**config.mk**
```make
export PLATFORM = sky130hd
export DESIGN_NAME = mc_controller_flat
export DESIGN_NICKNAME = d
export VERILOG_FILES = /design/src/rtl/mc_controller_pkg.sv /design/src/rtl/mc_controller_if.sv /design/src/rtl/mc_controller_imm_srcdec.sv /design/src/rtl/mc_controller.sv /design/src/flat_wrapper.sv
export SDC_FILE = /design/constraint.sdc
export NUM_CORES = 1
export LEC_CHECK = 0
export CAP_MARGIN = 0
export CORE_MARGIN = 3
export CORE_UTILIZATION = 40
export DETAILED_ROUTE_END_ITERATION = 8
export PLACE_DENSITY = 0.78
export SETUP_SLACK_MARGIN = 0.2
export SYNTH_ARGS = -nofsm -noshare
export SYNTH_HDL_FRONTEND = slang
export SYNTH_HIERARCHICAL = 1
export SYNTH_SLANG_ARGS = --single-unit
```
**constraint.sdc**
```tcl
create_clock -name clk -period 3.3 [get_ports clk]
set_input_delay 0.495 -clock clk [delete_from_list [all_inputs] [get_ports clk]]
set_output_delay 0.495 -clock clk [all_outputs]
set_load 0.01 [all_outputs]
```
**src/rtl/mc_controller_pkg.sv**
```systemverilog
// Shared types and encodings for the RV32I multicycle controller.
// State enum, opcodes and datapath mux/ALU select codes.
package riscv_pkg;

    typedef enum logic [3:0] {
        S_FETCH,
        S_DECODE,
        S_MEMADR,
        S_MEMREAD,
        S_MEMWB,
        S_MEMWRITE,
        S_EXECR,
        S_EXECI,
        S_ALUWB,
        S_BEQ,
        S_JAL,
        S_LUI,
        S_TRAP
    } statetype_t;

    localparam logic [6:0] OP_LW  = 7'b0000011;
    localparam logic [6:0] OP_SW  = 7'b0100011;
    localparam logic [6:0] OP_R   = 7'b0110011;
    localparam logic [6:0] OP_I   = 7'b0010011;
    localparam logic [6:0] OP_BEQ = 7'b1100011;
    localparam logic [6:0] OP_JAL = 7'b1101111;
    localparam logic [6:0] OP_LUI = 7'b0110111;

    localparam logic [1:0] ALUOP_ADD   = 2'b00;
    localparam logic [1:0] ALUOP_SUB   = 2'b01;
    localparam logic [1:0] ALUOP_FUNCT = 2'b10;

    localparam logic [1:0] RES_ALUOUT    = 2'b00;
    localparam logic [1:0] RES_DATA      = 2'b01;
    localparam logic [1:0] RES_ALURESULT = 2'b10;

    localparam logic [1:0] SRCA_PC    = 2'b00;
    localparam logic [1:0] SRCA_OLDPC = 2'b01;
    localparam logic [1:0] SRCA_RS1   = 2'b10;

    localparam logic [1:0] SRCB_RS2  = 2'b00;
    localparam logic [1:0] SRCB_IMM  = 2'b01;
    localparam logic [1:0] SRCB_FOUR = 2'b10;

    localparam logic [2:0] IMM_I = 3'b000;
    localparam logic [2:0] IMM_S = 3'b001;
    localparam logic [2:0] IMM_B = 3'b010;
    localparam logic [2:0] IMM_J = 3'b011;
    localparam logic [2:0] IMM_U = 3'b100;

endpackage

```
**src/rtl/mc_controller_if.sv**
```systemverilog
// Controller <-> datapath/memory bundle: decode inputs in, control strobes out.
// master = controller, slave = datapath side.
interface mc_controller_if #(parameter int RETW = 32);
    logic [6:0]      op;
    logic            zero;
    logic            mem_ready;
    logic            mem_req;
    logic            AdrSrc;
    logic            IRWrite;
    logic            PCWrite;
    logic            MemWrite;
    logic            RegWrite;
    logic            RegWriteSrc;
    logic [1:0]      ResultSrc;
    logic [1:0]      ALUSrcA;
    logic [1:0]      ALUSrcB;
    logic [1:0]      ALUOp;
    logic [2:0]      ImmSrc;
    logic            illegal;
    logic [RETW-1:0] instret;

    modport master (
        input  op, zero, mem_ready,
        output mem_req, AdrSrc, IRWrite, PCWrite, MemWrite, RegWrite, RegWriteSrc,
               ResultSrc, ALUSrcA, ALUSrcB, ALUOp, ImmSrc, illegal, instret
    );

    modport slave (
        output op, zero, mem_ready,
        input  mem_req, AdrSrc, IRWrite, PCWrite, MemWrite, RegWrite, RegWriteSrc,
               ResultSrc, ALUSrcA, ALUSrcB, ALUOp, ImmSrc, illegal, instret
    );
endinterface

```
**src/rtl/mc_controller_imm_srcdec.sv**
```systemverilog
// Immediate-format select decoded straight from the opcode.
// Latency: combinational. Backpressure: none.
module imm_srcdec
    import riscv_pkg::*;
(
    input  logic [6:0] op,
    output logic [2:0] immsrc
);
    always_comb begin
        immsrc = IMM_I;
        case (op)
            OP_LW, OP_I: immsrc = IMM_I;
            OP_SW:       immsrc = IMM_S;
            OP_BEQ:      immsrc = IMM_B;
            OP_JAL:      immsrc = IMM_J;
            OP_LUI:      immsrc = IMM_U;
            default:     immsrc = IMM_I;
        endcase
    end
endmodule

```
**src/rtl/mc_controller.sv**
```systemverilog
// Multicycle RV32I control FSM with retired-instruction counter.
// Latency: lw 5, sw/R/I/jal 4, beq/lui 3 cycles; FETCH/MEMREAD/MEMWRITE hold mem_req until mem_ready.
// Backpressure: memory stalls via mem_ready; reset forces every output low in the same cycle.
module mc_controller
    import riscv_pkg::*;
#(
    parameter int RETW = 32
) (
    input  logic           clk,
    input  logic           reset,
    mc_controller_if.master bus
);
    localparam logic [RETW-1:0] RET_ONE = {{(RETW-1){1'b0}}, 1'b1};

    statetype_t      state, state_nxt;
    logic [RETW-1:0] instret_q;
    logic            illegal_q;
    logic            retire;
    logic [2:0]      immsrc;

    logic       mem_req, adrsrc, irwrite, pcupdate, branch, memwrite, regwrite, regwritesrc;
    logic [1:0] resultsrc, alusrca, alusrcb, aluop;

    imm_srcdec u_imm_srcdec (.op(bus.op), .immsrc(immsrc));

    always_comb begin
        state_nxt = state;
        case (state)
            S_FETCH:    if (bus.mem_ready) state_nxt = S_DECODE;
            S_DECODE: begin
                case (bus.op)
                    OP_LW, OP_SW: state_nxt = S_MEMADR;
                    OP_R:         state_nxt = S_EXECR;
                    OP_I:         state_nxt = S_EXECI;
                    OP_BEQ:       state_nxt = S_BEQ;
                    OP_JAL:       state_nxt = S_JAL;
                    OP_LUI:       state_nxt = S_LUI;
                    default:      state_nxt = S_TRAP;
                endcase
            end
            S_MEMADR:   state_nxt = (bus.op == OP_LW) ? S_MEMREAD : S_MEMWRITE;
            S_MEMREAD:  if (bus.mem_ready) state_nxt = S_MEMWB;
            S_MEMWRITE: if (bus.mem_ready) state_nxt = S_FETCH;
            S_EXECR, S_EXECI, S_JAL: state_nxt = S_ALUWB;
            S_MEMWB, S_ALUWB, S_BEQ, S_LUI: state_nxt = S_FETCH;
            S_TRAP:     state_nxt = S_TRAP;
            default:    state_nxt = S_FETCH;
        endcase
    end

    // jal retires through ALUWB, so only terminal states count here.
    assign retire = (state == S_MEMWB) || (state == S_ALUWB) || (state == S_BEQ) ||
                    (state == S_LUI) || ((state == S_MEMWRITE) && bus.mem_ready);

    always_ff @(posedge clk) begin
        if (reset) begin
            state     <= S_FETCH;
            instret_q <= '0;
            illegal_q <= 1'b0;
        end else begin
            state <= state_nxt;
            if (retire)
                instret_q <= instret_q + RET_ONE;
            if ((state == S_DECODE) && (state_nxt == S_TRAP))
                illegal_q <= 1'b1;
        end
    end

    always_comb begin
        mem_req     = 1'b0;
        adrsrc      = 1'b0;
        irwrite     = 1'b0;
        pcupdate    = 1'b0;
        branch      = 1'b0;
        memwrite    = 1'b0;
        regwrite    = 1'b0;
        regwritesrc = 1'b0;
        resultsrc   = RES_ALUOUT;
        alusrca     = SRCA_PC;
        alusrcb     = SRCB_RS2;
        aluop       = ALUOP_ADD;
        case (state)
            S_FETCH: begin
                mem_req   = 1'b1;
                alusrcb   = SRCB_FOUR;
                resultsrc = RES_ALURESULT;
                irwrite   = bus.mem_ready;
                pcupdate  = bus.mem_ready;
            end
            S_DECODE:   begin alusrca = SRCA_OLDPC; alusrcb = SRCB_IMM; end
            S_MEMADR:   begin alusrca = SRCA_RS1;   alusrcb = SRCB_IMM; end
            S_MEMREAD:  begin mem_req = 1'b1; adrsrc = 1'b1; end
            S_MEMWB:    begin resultsrc = RES_DATA; regwrite = 1'b1; end
            S_MEMWRITE: begin mem_req = 1'b1; adrsrc = 1'b1; memwrite = bus.mem_ready; end
            S_EXECR:    begin alusrca = SRCA_RS1; alusrcb = SRCB_RS2; aluop = ALUOP_FUNCT; end
            S_EXECI:    begin alusrca = SRCA_RS1; alusrcb = SRCB_IMM; aluop = ALUOP_FUNCT; end
            S_ALUWB:    regwrite = 1'b1;
            S_BEQ: begin
                alusrca = SRCA_RS1;
                alusrcb = SRCB_RS2;
                aluop   = ALUOP_SUB;
                branch  = 1'b1;
            end
            S_JAL: begin
                alusrca  = SRCA_OLDPC;
                alusrcb  = SRCB_FOUR;
                pcupdate = 1'b1;
            end
            S_LUI:      begin regwrite = 1'b1; regwritesrc = 1'b1; end
            default: ;
        endcase
    end

    assign bus.mem_req     = !reset && mem_req;
    assign bus.AdrSrc      = !reset && adrsrc;
    assign bus.IRWrite     = !reset && irwrite;
    assign bus.PCWrite     = !reset && (pcupdate || (branch && bus.zero));
    assign bus.MemWrite    = !reset && memwrite;
    assign bus.RegWrite    = !reset && regwrite;
    assign bus.RegWriteSrc = !reset && regwritesrc;
    assign bus.ResultSrc   = reset ? 2'b00 : resultsrc;
    assign bus.ALUSrcA     = reset ? 2'b00 : alusrca;
    assign bus.ALUSrcB     = reset ? 2'b00 : alusrcb;
    assign bus.ALUOp       = reset ? 2'b00 : aluop;
    assign bus.ImmSrc      = reset ? 3'b000 : immsrc;
    assign bus.illegal     = !reset && illegal_q;
    assign bus.instret     = reset ? '0 : instret_q;
endmodule

```
**src/flat_wrapper.sv**
```systemverilog
// flat-port wrapper written by rule: the top's interface ports become plain ports
module mc_controller_flat import riscv_pkg::*;
#(
    parameter int RETW = 32
)
  (clk, reset, bus_op, bus_zero, bus_mem_ready, bus_mem_req, bus_AdrSrc, bus_IRWrite, bus_PCWrite, bus_MemWrite, bus_RegWrite, bus_RegWriteSrc, bus_ResultSrc, bus_ALUSrcA, bus_ALUSrcB, bus_ALUOp, bus_ImmSrc, bus_illegal, bus_instret);
  mc_controller_if #(.RETW(RETW)) bus_i ();
  input  logic clk;
  input  logic reset;
  input wire logic [$bits(bus_i.op)-1:0] bus_op;
  input wire logic [$bits(bus_i.zero)-1:0] bus_zero;
  input wire logic [$bits(bus_i.mem_ready)-1:0] bus_mem_ready;
  output wire logic [$bits(bus_i.mem_req)-1:0] bus_mem_req;
  output wire logic [$bits(bus_i.AdrSrc)-1:0] bus_AdrSrc;
  output wire logic [$bits(bus_i.IRWrite)-1:0] bus_IRWrite;
  output wire logic [$bits(bus_i.PCWrite)-1:0] bus_PCWrite;
  output wire logic [$bits(bus_i.MemWrite)-1:0] bus_MemWrite;
  output wire logic [$bits(bus_i.RegWrite)-1:0] bus_RegWrite;
  output wire logic [$bits(bus_i.RegWriteSrc)-1:0] bus_RegWriteSrc;
  output wire logic [$bits(bus_i.ResultSrc)-1:0] bus_ResultSrc;
  output wire logic [$bits(bus_i.ALUSrcA)-1:0] bus_ALUSrcA;
  output wire logic [$bits(bus_i.ALUSrcB)-1:0] bus_ALUSrcB;
  output wire logic [$bits(bus_i.ALUOp)-1:0] bus_ALUOp;
  output wire logic [$bits(bus_i.ImmSrc)-1:0] bus_ImmSrc;
  output wire logic [$bits(bus_i.illegal)-1:0] bus_illegal;
  output wire logic [$bits(bus_i.instret)-1:0] bus_instret;
  assign bus_i.op = bus_op;
  assign bus_i.zero = bus_zero;
  assign bus_i.mem_ready = bus_mem_ready;
  assign bus_mem_req = bus_i.mem_req;
  assign bus_AdrSrc = bus_i.AdrSrc;
  assign bus_IRWrite = bus_i.IRWrite;
  assign bus_PCWrite = bus_i.PCWrite;
  assign bus_MemWrite = bus_i.MemWrite;
  assign bus_RegWrite = bus_i.RegWrite;
  assign bus_RegWriteSrc = bus_i.RegWriteSrc;
  assign bus_ResultSrc = bus_i.ResultSrc;
  assign bus_ALUSrcA = bus_i.ALUSrcA;
  assign bus_ALUSrcB = bus_i.ALUSrcB;
  assign bus_ALUOp = bus_i.ALUOp;
  assign bus_ImmSrc = bus_i.ImmSrc;
  assign bus_illegal = bus_i.illegal;
  assign bus_instret = bus_i.instret;
  mc_controller #(.RETW(RETW)) u_core (.clk(clk), .reset(reset), .bus(bus_i));
endmodule
```
After elaboration in Yosys (flattened, before gate mapping) --
Cells that the tools add are included.
Word-level totals: register bits after elaboration 37, bits in latches 0, RAM bits 0, bits in read-only memories 0, bits of input ports 11, output and inout bits 51, word-level logic and storage cells 77, memories kept 0
Cells by class: $add $sub $neg 1, $mul 0, div/mod/pow operators 0, order comparisons 0, equal/unequal tests 20, shifts and indexed selects 0, mux-type cells 25, bitwise gates (word level) 0, reductions and logical operators 28
Operators with widths (number):
- 32-bit by 1-bit adder with 32-bit output, second input constant | 1
- 32-bit two-way mux | 1
- 4-bit case mux with 7 select lines | 1
- 4-bit == test, second input constant | 6
- 4-bit case mux with 6 select lines | 1
- 7-bit by 6-bit == test with 1-bit output, second input constant | 3
- 4-bit by 3-bit == test with 1-bit output, second input constant | 4
- 2-bit case mux with 2 select lines | 4
- 7-bit == test, second input constant | 2
- 4-bit two-way mux | 3
- 3-bit case mux with 4 select lines | 1
- 3-bit OR reduction | 4
- 1-bit logical AND | 11
- 2-bit OR reduction | 5
- 4-bit by 2-bit == test with 1-bit output, second input constant | 2
- 2-bit two-way mux | 4
- 7-bit by 2-bit == test with 1-bit output, second input constant | 1
- 7-bit by 5-bit == test with 1-bit output, second input constant | 1
- 1-bit two-way mux | 7
- 3-bit two-way mux | 2
- 1-bit logical OR | 5
- 4-bit by 1-bit == test with 1-bit output, second input constant | 1
- 4-bit logical NOT | 1
- 4-bit OR reduction | 1
- 2 further kinds | 2

Longest topological paths before layout --
Gate-level depths: netlist of the first run.
depth after elaboration 6, depth in mapped cells 8, gate-level depth less buffers 5

Hierarchy --
Netlist of the first run, hierarchy kept.
By module, submodules not included:
- mc_controller | instances 1, cells an instance 313, area each 2377.3 um^2, seq. area each 740.7 um^2
- imm_srcdec | instances 1, cells an instance 8, area each 61.3 um^2, seq. area each 0.0 um^2

Worst setup path after synthesis of the first run --
OpenSTA, ideal clock, no wires.
path type register -> register, start point register u_core.state[3], end point register u_core.instret_q[30], library setup time 0.123 ns, data arrival time 2.156 ns, data required time 3.177 ns, setup slack 1.020 ns, stages on the path, launching flop included 7, path buffers 1, clock period less this slack 2.280 ns, path through dfxtp_1 nand2b_4 o32a_1 buf_2 or4_4 or3_1 mux2_1
Between the ends: longest elaborated chain between the ends 5, elaborated cells on any way between the ends 10, those cells by class 5 x eq/ne; 5 x reduce/logical
Ends and longest elaborated chain:
- start: declaration | RTL line mc_controller.sv:15 | statetype_t state, state_nxt;
- start signal: assignment | RTL line mc_controller.sv:61 | state <= state_nxt;
- 4-bit by 3-bit == test with 1-bit output / 4-bit == test (equally long branches) | RTL line mc_controller.sv:52 | assign retire = (state == S_MEMWB) || (state == S_ALUWB) || (state == S_BEQ) ||
- 1-bit logical OR (3 in a row) | RTL line mc_controller.sv:52
- 1-bit logical OR (*) | RTL line mc_controller.sv:53 | (state == S_LUI) || ((state == S_MEMWRITE) && bus.mem_ready);
- end signal: assignment | RTL line mc_controller.sv:63 | instret_q <= instret_q + RET_ONE;
- end: declaration | RTL line mc_controller.sv:16 | logic [RETW-1:0] instret_q;
Every way passes the cells marked *; elsewhere a longest branch is shown, timed or not. A chain may end at the register's enable or synchronous reset.

Final worst setup path of the first run --
start point input port bus_op[3], end point output port bus_ImmSrc[0]
Between the ends: longest elaborated chain between the ends 3, elaborated cells on any way between the ends 6, those cells by class 4 x eq/ne; 2 x mux
Ends and longest elaborated chain:
- start: declaration | RTL line flat_wrapper.sv:10 | input wire logic [$bits(bus_i.op)-1:0] bus_op;
- 7-bit by 6-bit == test with 1-bit output / 7-bit == test (equally long branches) | RTL line mc_controller_imm_srcdec.sv:11 | case (op)
- 3-bit case mux with 4 select lines (*) | RTL line mc_controller_imm_srcdec.sv:11
- net u_core.immsrc[0] | RTL line mc_controller.sv:19 | logic [2:0] immsrc;
- 3-bit two-way mux (*) | RTL line mc_controller.sv:125 | assign bus.ImmSrc = reset ? 3'b000 : immsrc;
- end: declaration | RTL line flat_wrapper.sv:24 | output wire logic [$bits(bus_i.ImmSrc)-1:0] bus_ImmSrc;
Mark *: on every way through the listed nets, which the timed path passes. The rest lies on a longest branch.

==> results of run 1 <==
cells in the mapped netlist, types with 2 or more instances:
library cell   n
a211oi_1       3
a21oi_1       14
a22oi_1        2
a31oi_1        4
and2_1         2
and3_1         2
and4_1         3
buf_1          4
buf_2          2
buf_6          2
clkbuf_1      14
dfxtp_1       37
inv_1          2
mux2_1         2
mux2_2         2
nand2_1       23
nand2b_1       2
nand3_1       14
nand4_1        6
nor2_1        34
nor2b_1       45
nor3_1        12
nor3b_1        6
nor4_1         8
nor4b_1        7
o21ai_0       16
or2_2          2
or3_1         10
or4_1          4
or4_4          2
xnor2_1       18
xor2_1         3
sequential cells by signal (all words and copies together) (netlist names):
signal / count
u_core/instret_q: 32
u_core/state: 4
u_core/illegal_q: 1
through the flow:
step,utilization (%),setup slack [ns]
2_1_floorplan,-,1.02
3_3_place_gp,53.9,0.396
3_5_place_dp,53.9,0.357
4_1_cts,55.9,0.443
5_1_grt,55.9,0.307
6_report,55.9,0.448
critical path: stages:
cell and delay (ns):
clkdlybuf4s50_1 0.55, or3_1 0.39, a211oi_2 0.22, nor2b_1 0.15, clkdlybuf4s50_1 0.54
routing by layer:
| metal | GRT usage (%) | part of all wire [%] | up-vias | wire length (um) |
|---|---|---|---|---|
| met5 | 0 | 0 | - | 0 |
| met4 | 4.39 | 0.72 | 0 | 43 |
| met3 | 4.05 | 6.3 | 4 | 373 |
| met2 | 26.9 | 46 | 74 | 2720 |
| met1 | 21.5 | 47 | 1100 | 2800 |
| li1 | - | - | 1235 | - |
worst max-delay path by stage:
stage / startpoint / to / depth (start not counted)
after floorplan: u_core/state[3] / u_core/instret_q[30] / 6
after detailed placement: bus_mem_ready / u_core/instret_q[30] / 6
after global routing: bus_mem_ready / bus_PCWrite / 7
after CTS: bus_op[3] / bus_ImmSrc[0] / 5
after global placement: bus_mem_ready / u_core/instret_q[30] / 6
final: bus_op[3] / bus_ImmSrc[0] / 5
kinds of logic (layout without fill, tap and decap cells):
family	Yosys count	count (layout)	synth area share, %
and+or+nand+nor	186	186	43.2
AOI/OAI and AO/OA	48	48	12.1
DFF	37	37	30.4
buffers and inverters	24	75	4.41
xor gates and xnor gates	21	21	7.54
muxes	4	4	1.85
adders and majority gates	1	1	0.513
report_power, final:
| group | switching [mW] | total (mW) | internal (mW) |
|---|---|---|---|
| combinational | 0.0830 | 0.158 | 0.0752 |
| clock | 0.158 | 0.404 | 0.246 |
| sequential | 0.0184 | 0.471 | 0.453 |
| total | 0.259 | 1.03 | 0.774 |
final cells by class:
cell class / instances / area, sq um / share of cell area, %
multi-input cells: 260 / 1590 / 49.8
clock inverters: 1 / 30.0 / 0.940
clock buffers: 7 / 86.3 / 2.70
well taps: 72 / 90.1 / 2.82
flip-flops and latches: 37 / 741 / 23.2
repair buffers: 65 / 648 / 20.3
inverters: 2 / 7.51 / 0.235
==> results.txt, run 1 <==
status: finished, final reports clean
largest cells by area after synthesis: dfxtp_1, nor2b_1, xnor2_1, nor2_1, nand2_1
vias per std cell: 5.43
ys async rst share: 0%
setup TNS: 0 ns
DRT Pass-1 Iters: 4
Least-Margin Pin Slew: 0.625 ns
dpl hpwl: 4.17 mm
commonest non-fill, non-tap cells in the layout: clkdlybuf4s50_1, nor2b_1, dfxtp_1, nor2_1, nand2_1
layout cells sized above 1: 5.65%
Hold Path End: u_core/instret_q[1]
Achievable Freq: 351 MHz
Net Count, Synth: 333
IO buf count: 61
# rows: 27
post-CTS resize count: 0
Post-Syn Area per Cell: 7.60 sq um
vias in the first global route: 2154
GP Congestion: 0.830
min-delay worst type: reg -> reg
critical path class: in -> out
max cap viols: 0
Power Total: 1.03 mW
Hold Startpoint: u_core/instret_q[1]
RSZ-0062 raised after global routing: false
Critical Path RT: 2.80 ns
first-pass GRT wire length: 9.89 mm
clock latency on the worst-skew pair: 0.29 ns
Synth Flop Type: dfxtp_1
fin crit share: 86.4%
worst r2r path cells: 5
WL final: 5.94 mm
Yosys Warn Count: 6
CTS H-Tree Depth: 2
postcts setup bufs: 0
Yosys cell types: 46
Synth area leader: dfxtp_1
pwr dens: 324 mW/mm^2
n_diodes: 0
Placed Area: 0.00308 sq mm
Congestion Overflow GR: 0
Detail Route Antenna Nets: 0
die area: 0.00707 sq mm
clock period minus worst slack: 2.85 ns
final hold violations: 0
clock root buffer: clkbuf_8
Setup crit end kind: output port
leak pwr: 1.02 nW
EDFF count, synth: 0
Synth Cell Area: 0.00244 sq mm
Die X: 84.1 um
Hold Buf Count CTS: 0
fin cells: 444
#FFs+latches synth: 37
CTS buffer count: 5
Setup Viol. Count Final: 0
Finished Cell Area: 0.00319 sq mm
Placeable Area: 0.00571 sq mm
overall routing resource usage: 16.5%
final net count: 383
area grow syn2layout: 30.9%
most common cell after layout, fill and taps aside: clkdlybuf4s50_1
num ports: 62
Worst-path clk slew: 0.07 ns
First DRT Iteration DRCs: 163
Slew HR: 58.3%
Initial Util: 42.7%
DR WL/cell: 13.4 um
DRC Markers: 0
Die Y-Extent: 84.1 um
cell total after placement: 436
antenna violations before repair: 0
sequential share of the synthesized area: 30.4%
Max Slew Vio Count: 0
Gate Count Post-Synth: 321
FF-to-FF Start: u_core/state[2]
critical path launch point type: input port
Arr. time, crit path: 2.36 ns
Vias: 2413
hold-critical path depth: 2
Max VDD drop: 0.163 mV
pin count of the biggest net entering global routing: 70
RR Endpoint: u_core/instret_q[30]
share of Yosys cell area claimed by the top area cell type: 30.4%
worst-path maximum fanout: 10
Clock Skews: 0.00581 ns
fill cell count: 540
clock tree buffer depth: 2
clock sink count: 37
Min Hold Slack: 0.494 ns
CTS tree: done
worst-case register-to-register setup slack: 0.66 ns
Note: power is estimated with default switching activity, not from simulation.
==> run 2, diff against run 1 <==
--- a/config.mk
+++ b/config.mk
@@ -6,11 +6,11 @@
 export NUM_CORES = 1
 export LEC_CHECK = 0
 export CAP_MARGIN = 0
-export CORE_MARGIN = 3
 export CORE_UTILIZATION = 40
 export DETAILED_ROUTE_END_ITERATION = 8
 export PLACE_DENSITY = 0.78
 export SETUP_SLACK_MARGIN = 0.2
+export SLEW_MARGIN = 10
 export SYNTH_ARGS = -nofsm -noshare
 export SYNTH_HDL_FRONTEND = slang
 export SYNTH_HIERARCHICAL = 1
==> results.txt, run 2 (synthesized netlist as in run 1, its figures left out) <==
min-delay worst type: reg -> reg
critical path launch point type: input port
Initial Util: 41.4%
First DRT Iteration DRCs: 204
clock period minus worst slack: 2.95 ns
clock tree buffer depth: 2
n_diodes: 0
biggest regs: u_core/instret_q: 32 flops, u_core/state: 4 flops, u_core/illegal_q: 1 flops
RSZ-0062 raised after global routing: false
max cap viols: 0
Vias: 2392
CTS H-Tree Depth: 2
final net count: 383
Worst-path clk slew: 0.07 ns
clock latency on the worst-skew pair: 0.29 ns
Die X: 80.1 um
Congestion Overflow GR: 0
DRT Pass-1 Iters: 4
Placed Area: 0.00307 sq mm
setup TNS: 0 ns
CTS tree: done
# rows: 28
clock root buffer: clkbuf_8
crit path cell chain: clkdlybuf4s50_1 > or3_1 > a211oi_2 > nor2b_1 > clkdlybuf4s50_1
CTS buffer count: 5
Max VDD drop: 0.207 mV
pre-CTS setup slack: 0.305 ns
DR WL/cell: 12.7 um
Clock Skews: 0.00501 ns
overall routing resource usage: 18.4%
top routing layer in use: met4
Setup WS post-layout: 0.347 ns
fin crit share: 89.5%
Placeable Area: 0.00589 sq mm
Slew HR: 59.9%
area grow syn2layout: 29.3%
GP Congestion: 0.878
CP max stage cell: clkdlybuf4s50_1
clock sink count: 37
most used cell, CP: clkdlybuf4s50_1
commonest non-fill, non-tap cells in the layout: clkdlybuf4s50_1, nor2b_1, dfxtp_1, nor2_1, nand2_1
Biggest register: u_core/instret_q
IO buf count: 61
Hold Startpoint: u_core/instret_q[1]
met2 wire len: 2.70 mm
post-CTS resize count: 0
DRC Markers: 0
vias per std cell: 5.36
layout cells sized above 1: 5.39%
Setup crit end kind: output port
Least-Margin Pin Slew: 0.601 ns
CP peak stage delay: 0.61 ns
Setup Viol. Count Final: 0
postcts setup bufs: 0
Finished Cell Area: 0.00315 sq mm
die area: 0.00641 sq mm
dpl hpwl: 3.99 mm
FF-to-FF Start: u_core/state[2]
Critical Path RT: 2.80 ns
first-pass GRT wire length: 9.36 mm
num ports: 62
max reg flops: 32
fill cell count: 590
most common cell after layout, fill and taps aside: clkdlybuf4s50_1
Detail Route Antenna Nets: 0
Met3 Wirelength: 245 um
WL final: 5.68 mm
antenna violations before repair: 0
leak pwr: 1.00 nW
critical path class: in -> out
final hold violations: 0
Arr. time, crit path: 2.46 ns
Hold Buf Count CTS: 0
pin count of the biggest net entering global routing: 38
Max Slew Vio Count: 0
pwr dens: 300 mW/mm^2
worst-path maximum fanout: 12
Achievable Freq: 339 MHz
vias in the first global route: 2087
Die Y-Extent: 80.1 um
status: finished, final reports clean
DRT met1 WL: 2.67 mm
Setup crit start: bus_op[2]
[run 2: changes by cell type in the layout (fill, tap and decap cells not counted), sizes merged]
cell,previous run,this run
bufinv,1,0
[run 2: power by group]
group | internal (mW) | switching (mW)
clock network | 0.166 | 0.155
logic | 0.0733 | 0.0812
registers | 0.453 | 0.0181
[run 2: worst paths after layout]
kind                                             end  slack (ns)  depth (start not counted)
worst max-delay path                   bus_ImmSrc[0]        0.35                          5
worst min-delay path             u_core/instret_q[1]        0.50                          2
worst max register to register  u_core/instret_q[30]        0.63                          5
worst min register to register   u_core/instret_q[1]        0.50                          2
[run 2: area by class of cell]
| type | count | area (sq um) | area share [%] |
|---|---|---|---|
| Multi-Input combinational cell | 260 | 1590 | 50.4 |
| Sequential cell | 37 | 741 | 23.5 |
| Timing Repair Buffer | 65 | 636 | 20.2 |
| Tap cell | 75 | 93.8 | 2.98 |
| Clock buffer | 7 | 86.3 | 2.74 |
| Inverter | 2 | 7.51 | 0.238 |
[run 2: stage by stage]
step                hold WS, ns  util, %  instances  total power [mW]
floorplan                 0.458        -        321             0.574
global placement          0.469     52.1        439             0.631
detailed placement        0.482     52.1        439             0.634
CTS                       0.497     53.6        446             0.958
global route              0.524     53.6        446             0.995
finish                    0.496     53.6        446             0.945
[run 2: critical path: cells and delay by family]
family | cells | cell delay [ns]
buffers and inverters | 2 | 1.15
AND/OR/NAND/NOR | 2 | 0.59
AO/OA/AOI/OAI | 1 | 0.22
[run 2: metal layers]
layer	track usage, %	vias to the layer above
met5	0	-
met4	8.04	0
met3	3.41	6
met2	31.3	49
met1	22.5	1100
li1	-	1237
